[src/rtl/mux_4x1_rr_arbiter.sv]
// mux_4x1_rr_arbiter: round-robin arbiter driving the select pair of a shared
// 4:1 single-bit mux. Grant, select, busy and preempt are all registered.
// Optional hold-limit preemption is enabled by defining ARB_HOLD_LIMIT_EN;
// without it a grant lasts until the grantee drops its request.
module mux_4x1_rr_arbiter #(
  parameter int unsigned HOLD_MAX = 4
) (
  input  logic       clk,
  input  logic       rst_n,
  input  logic [3:0] req,
  output logic [3:0] grant,
  output logic       sel_1,
  output logic       sel_0,
  output logic       busy,
  output logic       preempt
);

  localparam int unsigned N_REQ = 4;
  localparam int unsigned IDX_W = 2;
  localparam int unsigned CNT_W = 3;

  typedef enum logic {IDLE, GRANT} state_t;

  // Reject hold limits outside the supported range at elaboration
  if (HOLD_MAX < 2 || HOLD_MAX > 8) begin : g_hold_max_check
    $error("HOLD_MAX must be in 2..8");
  end

  state_t             state;
  logic [IDX_W-1:0]   ptr;
  logic [IDX_W-1:0]   cur;
  logic [IDX_W-1:0]   base;
  logic [N_REQ-1:0]   cand;
  logic               pick_vld;
  logic [IDX_W-1:0]   pick_idx;

  // First set bit of r in circular order starting at base: {found, index}
  function automatic logic [IDX_W:0] rr_pick(input logic [N_REQ-1:0] r,
                                             input logic [IDX_W-1:0] b);
    logic [IDX_W:0]   res;
    logic [IDX_W-1:0] idx;
    res = '0;
    for (int i = N_REQ - 1; i >= 0; i--) begin
      idx = b + IDX_W'(i);
      if (r[idx]) res = {1'b1, idx};
    end
    return res;
  endfunction

  assign cur = {sel_1, sel_0};

  // Candidate set and search start: from ptr when idle, after the grantee otherwise
  always_comb begin
    base = ptr;
    cand = req;
    if (state == GRANT) begin
      base = cur + IDX_W'(1);
      cand = req & ~grant;
    end
    {pick_vld, pick_idx} = rr_pick(cand, base);
  end

`ifdef ARB_HOLD_LIMIT_EN
  localparam logic [CNT_W-1:0] HOLD_LAST = CNT_W'(HOLD_MAX - 1);
  logic [CNT_W-1:0] hold_cnt;
`else
  assign preempt = 1'b0;
`endif

  // Arbitration state, pointer, grant and select registers
  always_ff @(posedge clk) begin
    if (!rst_n) begin
      state <= IDLE;
      ptr   <= '0;
      grant <= '0;
      sel_1 <= 1'b0;
      sel_0 <= 1'b0;
      busy  <= 1'b0;
`ifdef ARB_HOLD_LIMIT_EN
      preempt  <= 1'b0;
      hold_cnt <= '0;
`endif
    end else begin
`ifdef ARB_HOLD_LIMIT_EN
      preempt <= 1'b0;
`endif
      case (state)
        IDLE: begin
          if (pick_vld) begin
            state          <= GRANT;
            grant          <= N_REQ'(1) << pick_idx;
            {sel_1, sel_0} <= pick_idx;
            busy           <= 1'b1;
`ifdef ARB_HOLD_LIMIT_EN
            hold_cnt <= '0;
`endif
          end
        end
        GRANT: begin
          if (!req[cur]) begin
            ptr <= cur + IDX_W'(1);
            if (pick_vld) begin
              grant          <= N_REQ'(1) << pick_idx;
              {sel_1, sel_0} <= pick_idx;
`ifdef ARB_HOLD_LIMIT_EN
              hold_cnt <= '0;
`endif
            end else begin
              state <= IDLE;
              grant <= '0;
              busy  <= 1'b0;
            end
          end
`ifdef ARB_HOLD_LIMIT_EN
          else if (hold_cnt == HOLD_LAST && pick_vld) begin
            ptr            <= cur + IDX_W'(1);
            grant          <= N_REQ'(1) << pick_idx;
            {sel_1, sel_0} <= pick_idx;
            preempt        <= 1'b1;
            hold_cnt       <= '0;
          end else if (hold_cnt != HOLD_LAST) begin
            hold_cnt <= hold_cnt + CNT_W'(1);
          end
`endif
        end
        default: state <= IDLE;
      endcase
    end
  end

endmodule

[config.mk]
export PLATFORM = sky130hd
export DESIGN_NAME = mux_4x1_rr_arbiter
export DESIGN_NICKNAME = d
export VERILOG_FILES = /design/src/rtl/mux_4x1_rr_arbiter.sv
export SDC_FILE = /design/constraint.sdc
export NUM_CORES = 1
export LEC_CHECK = 0
export ABC_CLOCK_PERIOD_IN_PS = 2350
export BUFFER_PORTS_ARGS = -buffer_cell sky130_fd_sc_hd__buf_4
export CORE_MARGIN = 4
export CORE_UTILIZATION = 52
export CTS_CLUSTER_DIAMETER = 200
export DETAILED_ROUTE_END_ITERATION = 8
export GPL_TIMING_DRIVEN = 0
export HOLD_SLACK_MARGIN = 0.05
export PLACE_DENSITY = 0.86
export SYNTH_ARGS = -nofsm -noshare
export SYNTH_HDL_FRONTEND = slang
export SYNTH_SLANG_ARGS = --single-unit
[constraint.sdc]
create_clock -name clk -period 2.35 [get_ports clk]
set_input_delay 0.47 -clock clk [delete_from_list [all_inputs] [get_ports clk]]
set_output_delay 0.47 -clock clk [all_outputs]
set_load 0.02 [all_outputs]
Word level (Yosys, flattened, before mapping)
Cells that the tools add are included.
- equal/unequal tests: 3
- bitwise operators: 4
- shifts and indexed selects: 1
- reductions and logical operators: 3
- magnitude comparators: 5
- $add $sub $neg: 4
- mux-type cells: 33
- operator list (operator ; count):
    2-to-1 mux 4 bit ; 4
    < comparator 2 x 3 -> 1 bit (second input constant) ; 5
    2-to-1 mux 1 bit ; 14
    2-to-1 mux 3 bit ; 4
    binary-select mux 1 bit (select 2 bit) ; 5
    one-hot mux 1 bit (2 select lines) ; 4
    one-hot mux 4 bit (2 select lines) ; 1
    inequality test 2 bit (second input constant) ; 3
    adder 2 x 1 -> 2 bit (second input constant) ; 2
    adder 2 bit (second input constant) ; 2
    bitwise AND 4 bit ; 1
    NOT 4 bit ; 1
    AND reduction 2 bit ; 2
    left shift 1 x 2 -> 4 bit (first input constant) ; 1
    AND reduction 3 bit ; 1
    2-to-1 mux 2 bit ; 1
    NOT 1 bit ; 2
- flip-flop bits (word level): 10
- input port bits: 6

Longest topological paths before layout
Gate-level depths: netlist of run 1.
- depth after elaboration: 13
- depth in mapped cells: 6
- mapped depth without buffers: 5

Worst setup path after synthesis of run 1
OpenSTA, ideal clock, no wires.
- path type: reg2reg
- start: reg sel_1
- end: reg sel_1
- arrival time: 1.784 ns
- stages on the path, launching flop included: 7
- clock period less this slack: 1.850 ns
- path slack: 0.500 ns
- required time: 2.284 ns
- cells stage by stage: dfxtp_1 > buf_6 > mux4_2 > nand2_2 > o21ai_2 > or3b_1 > a21oi_2
- longest elaborated chain between the ends: 12
- RTL lines (what ; RTL line ; source):
    from (decl) ; 12 ; output logic sel_1,
    from (signal assigned) ; 92 ; {sel_1, sel_0} <= pick_idx;
    from (signal assigned) ; 104 ; {sel_1, sel_0} <= pick_idx;
    adder 2 x 1 -> 2 bit ; 57 ; base = cur + IDX_W'(1);
    2-to-1 mux 2 bit ; 56 ; if (state == GRANT) begin
    adder 2 bit ; 44 ; idx = b + IDX_W'(i);
    binary-select mux 1 bit (select 2 bit) ; 45 ; if (r[idx]) res = {1'b1, idx};
    2-to-1 mux 1 bit (implied by the code) ; 45 ;
    2-to-1 mux 3 bit (4 in a row) ; 45 ;
    2-to-1 mux 1 bit ; 89, 102 ;
    2-to-1 mux 1 bit ; 100 ; if (!req[cur]) begin
    one-hot mux 1 bit (2 select lines) ; 87 ; case (state)
Several ways; a longest one is shown, not always the timed one. The select of a mux whose other input is x is not followed.
A chain may end at the register's enable or synchronous reset.

Worst setup path after layout of run 1
- start: reg sel_0
- end: reg grant[1]
- longest elaborated chain between the ends: 13
- RTL lines (what ; RTL line ; source):
    from (decl) ; 13 ; output logic sel_0,
    from (signal assigned) ; 92 ;
    from (signal assigned) ; 104 ;
    adder 2 x 1 -> 2 bit ; 57 ;
    2-to-1 mux 2 bit ; 56 ;
    adder 2 bit ; 44 ;
    binary-select mux 1 bit (select 2 bit) ; 45 ;
    2-to-1 mux 1 bit (implied by the code) ; 45 ;
    2-to-1 mux 3 bit (4 in a row) ; 45 ;
    left shift 1 x 2 -> 4 bit ; 91, 103 ;
    2-to-1 mux 4 bit ; 102 ; if (pick_vld) begin
    2-to-1 mux 4 bit ; 100 ;
    one-hot mux 4 bit (2 select lines) ; 87 ;
    to (signal assigned) ; 91 ; grant <= N_REQ'(1) << pick_idx;
    to (signal assigned) ; 103 ; grant <= N_REQ'(1) << pick_idx;
    to (decl) ; 11 ; output logic [3:0] grant,
Several ways; a longest one is shown, not always the timed one. The select of a mux whose other input is x is not followed.

==> metrics.md, run 1 <==
| Metric | Value |
|---|---|
| Outcome | complete, no violations |
| Final setup margin | 512 ps |
| Finished Layout Cells | 110 |
| Fin. Hold Viols | 0 |
| First-pass GRT wire length | 2.74 mm |
| Cts hold-fix bufs | 0 |
| Slew Limit Fails | 0 |
| Setup crit start kind | flop |
| Final worst path period need | 1840 ps |
| N_diodes | 0 |
| Sw Share | 0.361 |
| Starting Density | 0.590 |
| Number of global-route vias before repair | 612 |
| DRT Pass-1 Iters | 4 |
| Max-cap viol count | 0 |
| Placed insts | 107 |
| Vias per cell | 6.31 |
| DR iter-0 viols | 15 |
| Switching power | 195 uW |
| Pint | 345 uW |
| FILL cells | 100 |
| Critical path arrival | 2050 ps |
| CP max stage delay | 380 ps |
| PortBufs | 12 |
| Synthesis-stage register bit count | 10 |
| Post-DP HPWL | 1.26 mm |
| LEAKAGE | 0.345 nW |
| CP max-delay cell | a221oi_1 |
| H-tree depth | 1 |
| Min-Delay Path Class | primary input to flop |
| Final antenna-violating net count | 0 |
| Die width | 44.4 um |
| # resized after CTS | 0 |
| Largest net degree at the start of global routing | 11 |
| Cells after synthesis | 81 |
| Setup Viol. Count Final | 0 |
| CTS buffer count | 3 |
| Tot GR Track Use | 0.187 |
| Nets@finish | 104 |
| Clock latency on the worst-skew pair | 260 ps |
| WS Path Type | flop to flop |
| CTS tree | done |
| Clk_skew | 1.42 ps |
| Die area | 0.00198 sq mm |
| Max IR drop VDD | 471 uV |
| Initial antenna violation count | 0 |
| Die H | 44.4 um |
| Reg power frac | 0.393 |
| Placed cell area | 798 sq um |
| Cells along the critical path | buf_2 > xor2_1 > a221oi_1 > o2111ai_1 > nor3_1 > a22o_1 |
| Mapped Area | 691 sq um |
| Clock power share | 0.216 |
| P&R area growth vs syn | 18.8% |
| Ports | 14 |
| Grt ovf | 0 |
| CP top delay family | compound AO/OA/AOI/OAI gates |
| Root Driver | clkbuf_4 |
| Clock Sinks | 10 |
| Avg Inst Size Synth | 8.53 sq um |
| GP Congestion | 0.876 |
| RSZ-0062 raised after global routing | false |
| Commonest non-fill, non-tap cells in the layout | buf_4 (13), dfxtp_1 (10), nor2_1 (8) |
| Postcts setup bufs | 0 |
| Core box area | 0.00117 sq mm |
| Pwr dens | 657 mW/mm^2 |
| Commonest non-fill, non-tap cell in the layout | buf_4 |
| Routed WL per cell | 14.6 um |
| Sequential-to-total area share from yosys stat | 0.290 |
| Clock transition at path regs | 60 ps |
| Vias | 694 |
| Hold WS | 471 ps |
| Netlist cell types | 43 |
| Post-synth EDFFs | 0 |
| Max Fclk | 544 MHz |
| Final instance area | 821 sq um |
| CP max FO | 9 |
| Layout cells sized above 1 | 0.292 |
| Rows | 12 |
| Number of remaining DRC errors | 0 |
| Clk buf depth | 2 |
| Primary FF master, synth | dfxtp_1 |
| Final WL | 1.61 mm |
| Worst Setup End Kind | flop |
| Syn Nets | 87 |
| Fin Setup TNS | 0 ps |
| Fin crit share | 0.782 |
| Buf/Inv on CP | 1 |
| Combinational share of power | 0.390 |
| Place WS | 300 ps |
| Synth warn | 0 |
| Async S/R FF share, synth | 0 |
| CP required | 2560 ps |
[cells by family (layout without fill, tap and decap cells)]
| logic type | Yosys count | in the layout | synth area share |
|---|---|---|---|
| AND/OR/NAND/NOR | 36 | 36 | 0.313 |
| buffers and inverters | 6 | 21 | 0.0507 |
| XOR/XNOR | 1 | 1 | 0.0127 |
| other | 1 | 1 | 0.00543 |
| AO/OA/AOI/OAI | 25 | 25 | 0.281 |
| flip-flops | 10 | 10 | 0.290 |
| multiplexers | 2 | 2 | 0.0471 |
[power by group through the flow]
stage	Clock (mW)	Sequential, mW	Combinational (mW)
final	0.117	0.212	0.211
after global routing	0.129	0.216	0.230
after CTS	0.117	0.212	0.209
after detailed placement	0	0.215	0.209
after global placement	0	0.215	0.204
after floorplan	0	0.230	0.130
[per-layer routing]
metal,global-route usage,wire [um],up-vias
li1,-,-,330
met1,0.248,763,341
met2,0.294,735,18
met3,0.0407,81,5
met4,0.0723,27,0
met5,0,0,-
[registers in the layout, summed over array words and instances, names as in the netlist]
register  count
state         1
sel_0         1
ptr           2
sel_1         1
grant         4
busy          1
[Yosys cell counts (2+ instances only)]
| library cell | instances | share of area |
|---|---|---|
| o21ai_1 | 2 | 0.014 |
| nand2b_1 | 5 | 0.045 |
| nor2b_1 | 5 | 0.045 |
| nand3_1 | 2 | 0.014 |
| o41ai_1 | 2 | 0.025 |
| a21oi_2 | 2 | 0.025 |
| nor3_1 | 3 | 0.022 |
| a21boi_0 | 2 | 0.022 |
| nand2_1 | 2 | 0.011 |
| o2111ai_1 | 2 | 0.025 |
| and2_1 | 2 | 0.018 |
| a21oi_1 | 3 | 0.022 |
| dfxtp_1 | 10 | 0.29 |
| o21ai_0 | 3 | 0.022 |
| nor2_1 | 8 | 0.043 |
[through the flow]
stage               utilization  power, mW
CTS                       0.701      0.538
global placement          0.682      0.419
finish                    0.701      0.540
floorplan                     -      0.360
global route              0.701      0.575
detailed placement        0.682      0.424
[path summary, 6_finish.rpt]
path | startpoint | to | slack, ps | cells past startpoint
max reg2reg | sel_0 | grant[1] | 510 | 6
max | sel_0 | grant[1] | 510 | 6
min reg2reg | grant[2] | grant[2] | 500 | 2
min | rst_n | ptr[0] | 470 | 2
[layout make-up]
cell class	count	area [sq um]	share of cell area
Buffer	4	27.5	0.0335
Tap cell	14	17.5	0.0213
Multi-Input combinational cell	65	455	0.555
Inverter	2	7.51	0.00915
Sequential cell	10	200	0.244
Clock buffer	3	22.5	0.0274
Timing Repair Buffer	12	90.1	0.110
No activity file was read; power rests on OpenSTA's default activity.
==> run 2, diff against run 1 <==
--- a/config.mk
+++ b/config.mk
@@ -5,10 +5,11 @@
 export SDC_FILE = /design/constraint.sdc
 export NUM_CORES = 1
 export LEC_CHECK = 0
-export ABC_CLOCK_PERIOD_IN_PS = 2350
+export ABC_AREA = 1
+export ABC_CLOCK_PERIOD_IN_PS = 1900
 export BUFFER_PORTS_ARGS = -buffer_cell sky130_fd_sc_hd__buf_4
 export CORE_MARGIN = 4
-export CORE_UTILIZATION = 52
+export CORE_UTILIZATION = 53
 export CTS_CLUSTER_DIAMETER = 200
 export DETAILED_ROUTE_END_ITERATION = 8
 export GPL_TIMING_DRIVEN = 0
==> constraint.sdc (replaced) <==
create_clock -name clk -period 1.9 [get_ports clk]
set_input_delay 0.38 -clock clk [delete_from_list [all_inputs] [get_ports clk]]
set_output_delay 0.38 -clock clk [all_outputs]
set_load 0.02 [all_outputs]
==> metrics.md, run 2 <==
| Metric | Value |
|---|---|
| Outcome | complete, no violations (unchanged) |
| Final WL | 1.86 mm (was 1.61 mm) |
| Die H | 46.8 um (was 44.4 um) |
| Die width | 46.8 um (was 44.4 um) |
| Regs by FF count | grant: 4 flops, ptr: 2 flops (unchanged) |
| Fin. Hold Viols | 0 (unchanged) |
| Commonest non-fill, non-tap cells in the layout | nand2_1 (24), inv_1 (15), buf_4 (14) (was buf_4 (13), dfxtp_1 (10), nor2_1 (8)) |
| Vias per cell | 5.38 (was 6.31) |
| Biggest register | grant (unchanged) |
| CP max stage delay | 310 ps (was 380 ps) |
| Synth top area share | 0.251 (was 0.290) |
| Pint | 761 uW (was 345 uW) |
| Fin util | 0.694 (was 0.701) |
| Avg Inst Size Synth | 6.48 sq um (was 8.53 sq um) |
| Primary FF master, synth | dfxtp_1 (unchanged) |
| Die area | 0.00219 sq mm (was 0.00198 sq mm) |
| Rows | 13 (was 12) |
| CTS buffer count | 3 (unchanged) |
| Cts hold-fix bufs | 0 (unchanged) |
| Sequential-to-total area share from yosys stat | 0.251 (was 0.290) |
| Final worst path period need | 1710 ps (was 1840 ps) |
| Synth area leaders | dfxtp_1 (25%), nand2_1 (11%), nand2_2 (11%) (was dfxtp_1 (29%), nand2b_1 (4.5%), nor2b_1 (4.5%)) |
| Switching power | 791 uW (was 195 uW) |
| Critical path arrival | 1860 ps (was 2050 ps) |
| Number of global-route vias before repair | 756 (was 612) |
| Max-cap viol count | 0 (unchanged) |
| Most common cell in the netlist | nand2_1 (was dfxtp_1) |
| Max Fclk | 585 MHz (was 544 MHz) |
| Fin crit share | 0.899 (was 0.782) |
| Clock Sinks | 10 (unchanged) |
| DRT Pass-1 Iters | 4 (unchanged) |
| Ports | 14 (unchanged) |
| Worst Setup End Kind | flop (unchanged) |
| Clk buf depth | 2 (unchanged) |
| Core box area | 0.00137 sq mm (was 0.00117 sq mm) |
| Commonest non-fill, non-tap cell in the layout | nand2_1 (was buf_4) |
| Cells after synthesis | 123 (was 81) |
| Async S/R FF share, synth | 0 (unchanged) |
| Setup Viol. Count Final | 0 (unchanged) |
| Fin Setup TNS | 0 ps (unchanged) |
| Hold WS | 385 ps (was 471 ps) |
| Starting Density | 0.583 (was 0.590) |
| Syn Nets | 129 (was 87) |
| CTS tree | done (unchanged) |
| Clock latency on the worst-skew pair | 270 ps (was 260 ps) |
| H-tree depth | 1 (unchanged) |
| Grt ovf | 0 (unchanged) |
| N_diodes | 0 (unchanged) |
| Layout cells sized above 1 | 0.367 (was 0.292) |
| LEAKAGE | 0.482 nW (was 0.345 nW) |
| Nets@finish | 146 (was 104) |
| Final antenna-violating net count | 0 (unchanged) |
| Synth warn | 0 (unchanged) |
| Largest net degree at the start of global routing | 11 (unchanged) |
| First-pass GRT wire length | 3.07 mm (was 2.74 mm) |
| Synth area leader | dfxtp_1 (unchanged) |
| Cells along the critical path | buf_4 > inv_1 > nand2_2 > nand2_4 > nand2_2 > nand2_2 > inv_2 > nor2_4 > inv_1 > nand3_1 > nand2_2 > inv_1 > nand2_1 > o211ai_1 > inv_1 (was buf_2 > xor2_1 > a221oi_1 > o2111ai_1 > nor3_1 > a22o_1) |
| WP depth | 15 (was 6) |
| Clock power share | 0.126 (was 0.216) |
| Worst R2R Start | sel_0 (unchanged) |
| Buf/Inv on CP | 6 (was 1) |
| CP top delay family | simple AND/OR/NAND/NOR gates (was compound AO/OA/AOI/OAI gates) |
| CP required | 2050 ps (was 2560 ps) |
| Slew Limit Fails | 0 (unchanged) |
| Post-DP HPWL | 1.46 mm (was 1.26 mm) |
| Largest register FFs | 4 (unchanged) |
| Root Driver | clkbuf_4 (unchanged) |
| WS Path Type | flop to flop (unchanged) |
| Vias | 829 (was 694) |
| Synthesis-stage register bit count | 10 (unchanged) |
| Netlist cell types | 23 (was 43) |
| PortBufs | 12 (unchanged) |
| Worst Setup SP | sel_0 (unchanged) |
| DR iter-0 viols | 17 (was 15) |
| Clock transition at path regs | 70 ps (was 60 ps) |
| Setup crit start kind | flop (unchanged) |
| Routed WL per cell | 12.1 um (was 14.6 um) |
| Initial antenna violation count | 0 (unchanged) |
| Pwr dens | 1640 mW/mm^2 (was 657 mW/mm^2) |
| Mapped Area | 797 sq um (was 691 sq um) |
| Post-synth EDFFs | 0 (unchanged) |
| Reg power frac | 0.220 (was 0.393) |
| Final instance area | 948 sq um (was 821 sq um) |
| GP Congestion | 0.820 (was 0.876) |
| Most frequent cells after synthesis | nand2_1 (24), inv_1 (15), nand2_2 (14) (was dfxtp_1 (10), nor2_1 (8), nand2b_1 (5), nor2b_1 (5)) |
| Tot GR Track Use | 0.192 (was 0.187) |
| Reg2Reg Depth | 15 (was 6) |
| Finished Layout Cells | 154 (was 110) |
| Sw Share | 0.510 (was 0.361) |
| Placed insts | 150 (was 107) |
| Register-to-register setup slack | 190 ps (was 510 ps) |
| Placed cell area | 906 sq um (was 798 sq um) |
| Crit path to | sel_1 (was grant[1]) |
| CP max-delay cell | dfxtp_1 (was a221oi_1) |
| Combinational share of power | 0.654 (was 0.390) |
| P&R area growth vs syn | 19.0% (was 18.8%) |
| Postcts setup bufs | 0 (unchanged) |
| Worst R2R End | sel_1 (was grant[1]) |
| Min-Delay Path Class | primary input to flop (unchanged) |
| Clk_skew | 5.82 ps (was 1.42 ps) |
| CP max FO | 10 (was 9) |
| Number of remaining DRC errors | 0 (unchanged) |
| Max IR drop VDD | 891 uV (was 471 uV) |
| RSZ-0062 raised after global routing | false (unchanged) |
-- run 2: logic make-up after synthesis --
logic type / synth area share
AOI/OAI and AO/OA: 0.141
buffers and inverters: 0.127
DFF: 0.251
other: 0.00471
and+or+nand+nor: 0.476
-- run 2: layer usage --
layer | global-route usage | part of all wire | vias up
met1 | 0.230 | 0.44 | 383
li1 | - | - | 423
met4 | 0.0829 | 0.0064 | 0
met2 | 0.344 | 0.51 | 21
met5 | 0 | 0 | -
met3 | 0.0192 | 0.035 | 2
-- run 2: layout make-up --
class                      count  area (sq um)
buffer                         3          26.3
multi-input combinational     90           500
tap                           15          18.8
timing repair buffer          12          90.1
inverter                      20          75.1
clock buffer                   4          36.3
fill                         111           418
sequential                    10           201
-- run 2: timing repair --
| item | CTS | global route |
|---|---|---|
| endpoints found under the setup margin | 0 | 1 |
| gates resized for setup | 0 | 2 |
| hold endpoints to repair | 0 | 0 |
-- run 2: worst reg2reg max path, delay by kind of cell, from the launching register on --
kind            cells  cell delay, ps
simple gates        8             680
buf+inv             6             530
flops               1             310
compound gates      1              70
-- run 2: worst min-delay path by stage --
stage          startpoint      to  slack (ps)  depth (start not counted)
3_3_place_gp         busy    busy         460                          2
2_1_floorplan      ptr[0]  ptr[0]         510                          2
3_5_place_dp         busy    busy         470                          2
5_1_grt             rst_n   sel_1         380                          3
6_report            rst_n  ptr[1]         390                          3
4_1_cts             rst_n  ptr[1]         380                          3
-- run 2: power groups by stage --
stage	registers (mW)	clock network (mW)	logic (mW)
floorplan	0.395	0	0.716
global placement	0.339	0	0.966
detailed placement	0.343	0	1.00
CTS	0.338	0.199	1.00
global route	0.353	0.209	1.12
finish	0.342	0.195	1.01
-- run 2: metrics by stage --
| stage | setup WS, ps | total power, mW |
|---|---|---|
| after floorplan | 254 | 1.11 |
| after global placement | 244 | 1.31 |
| after detailed placement | 209 | 1.34 |
| after CTS | 195 | 1.54 |
| after global routing | 2.71 | 1.68 |
| final | 191 | 1.55 |
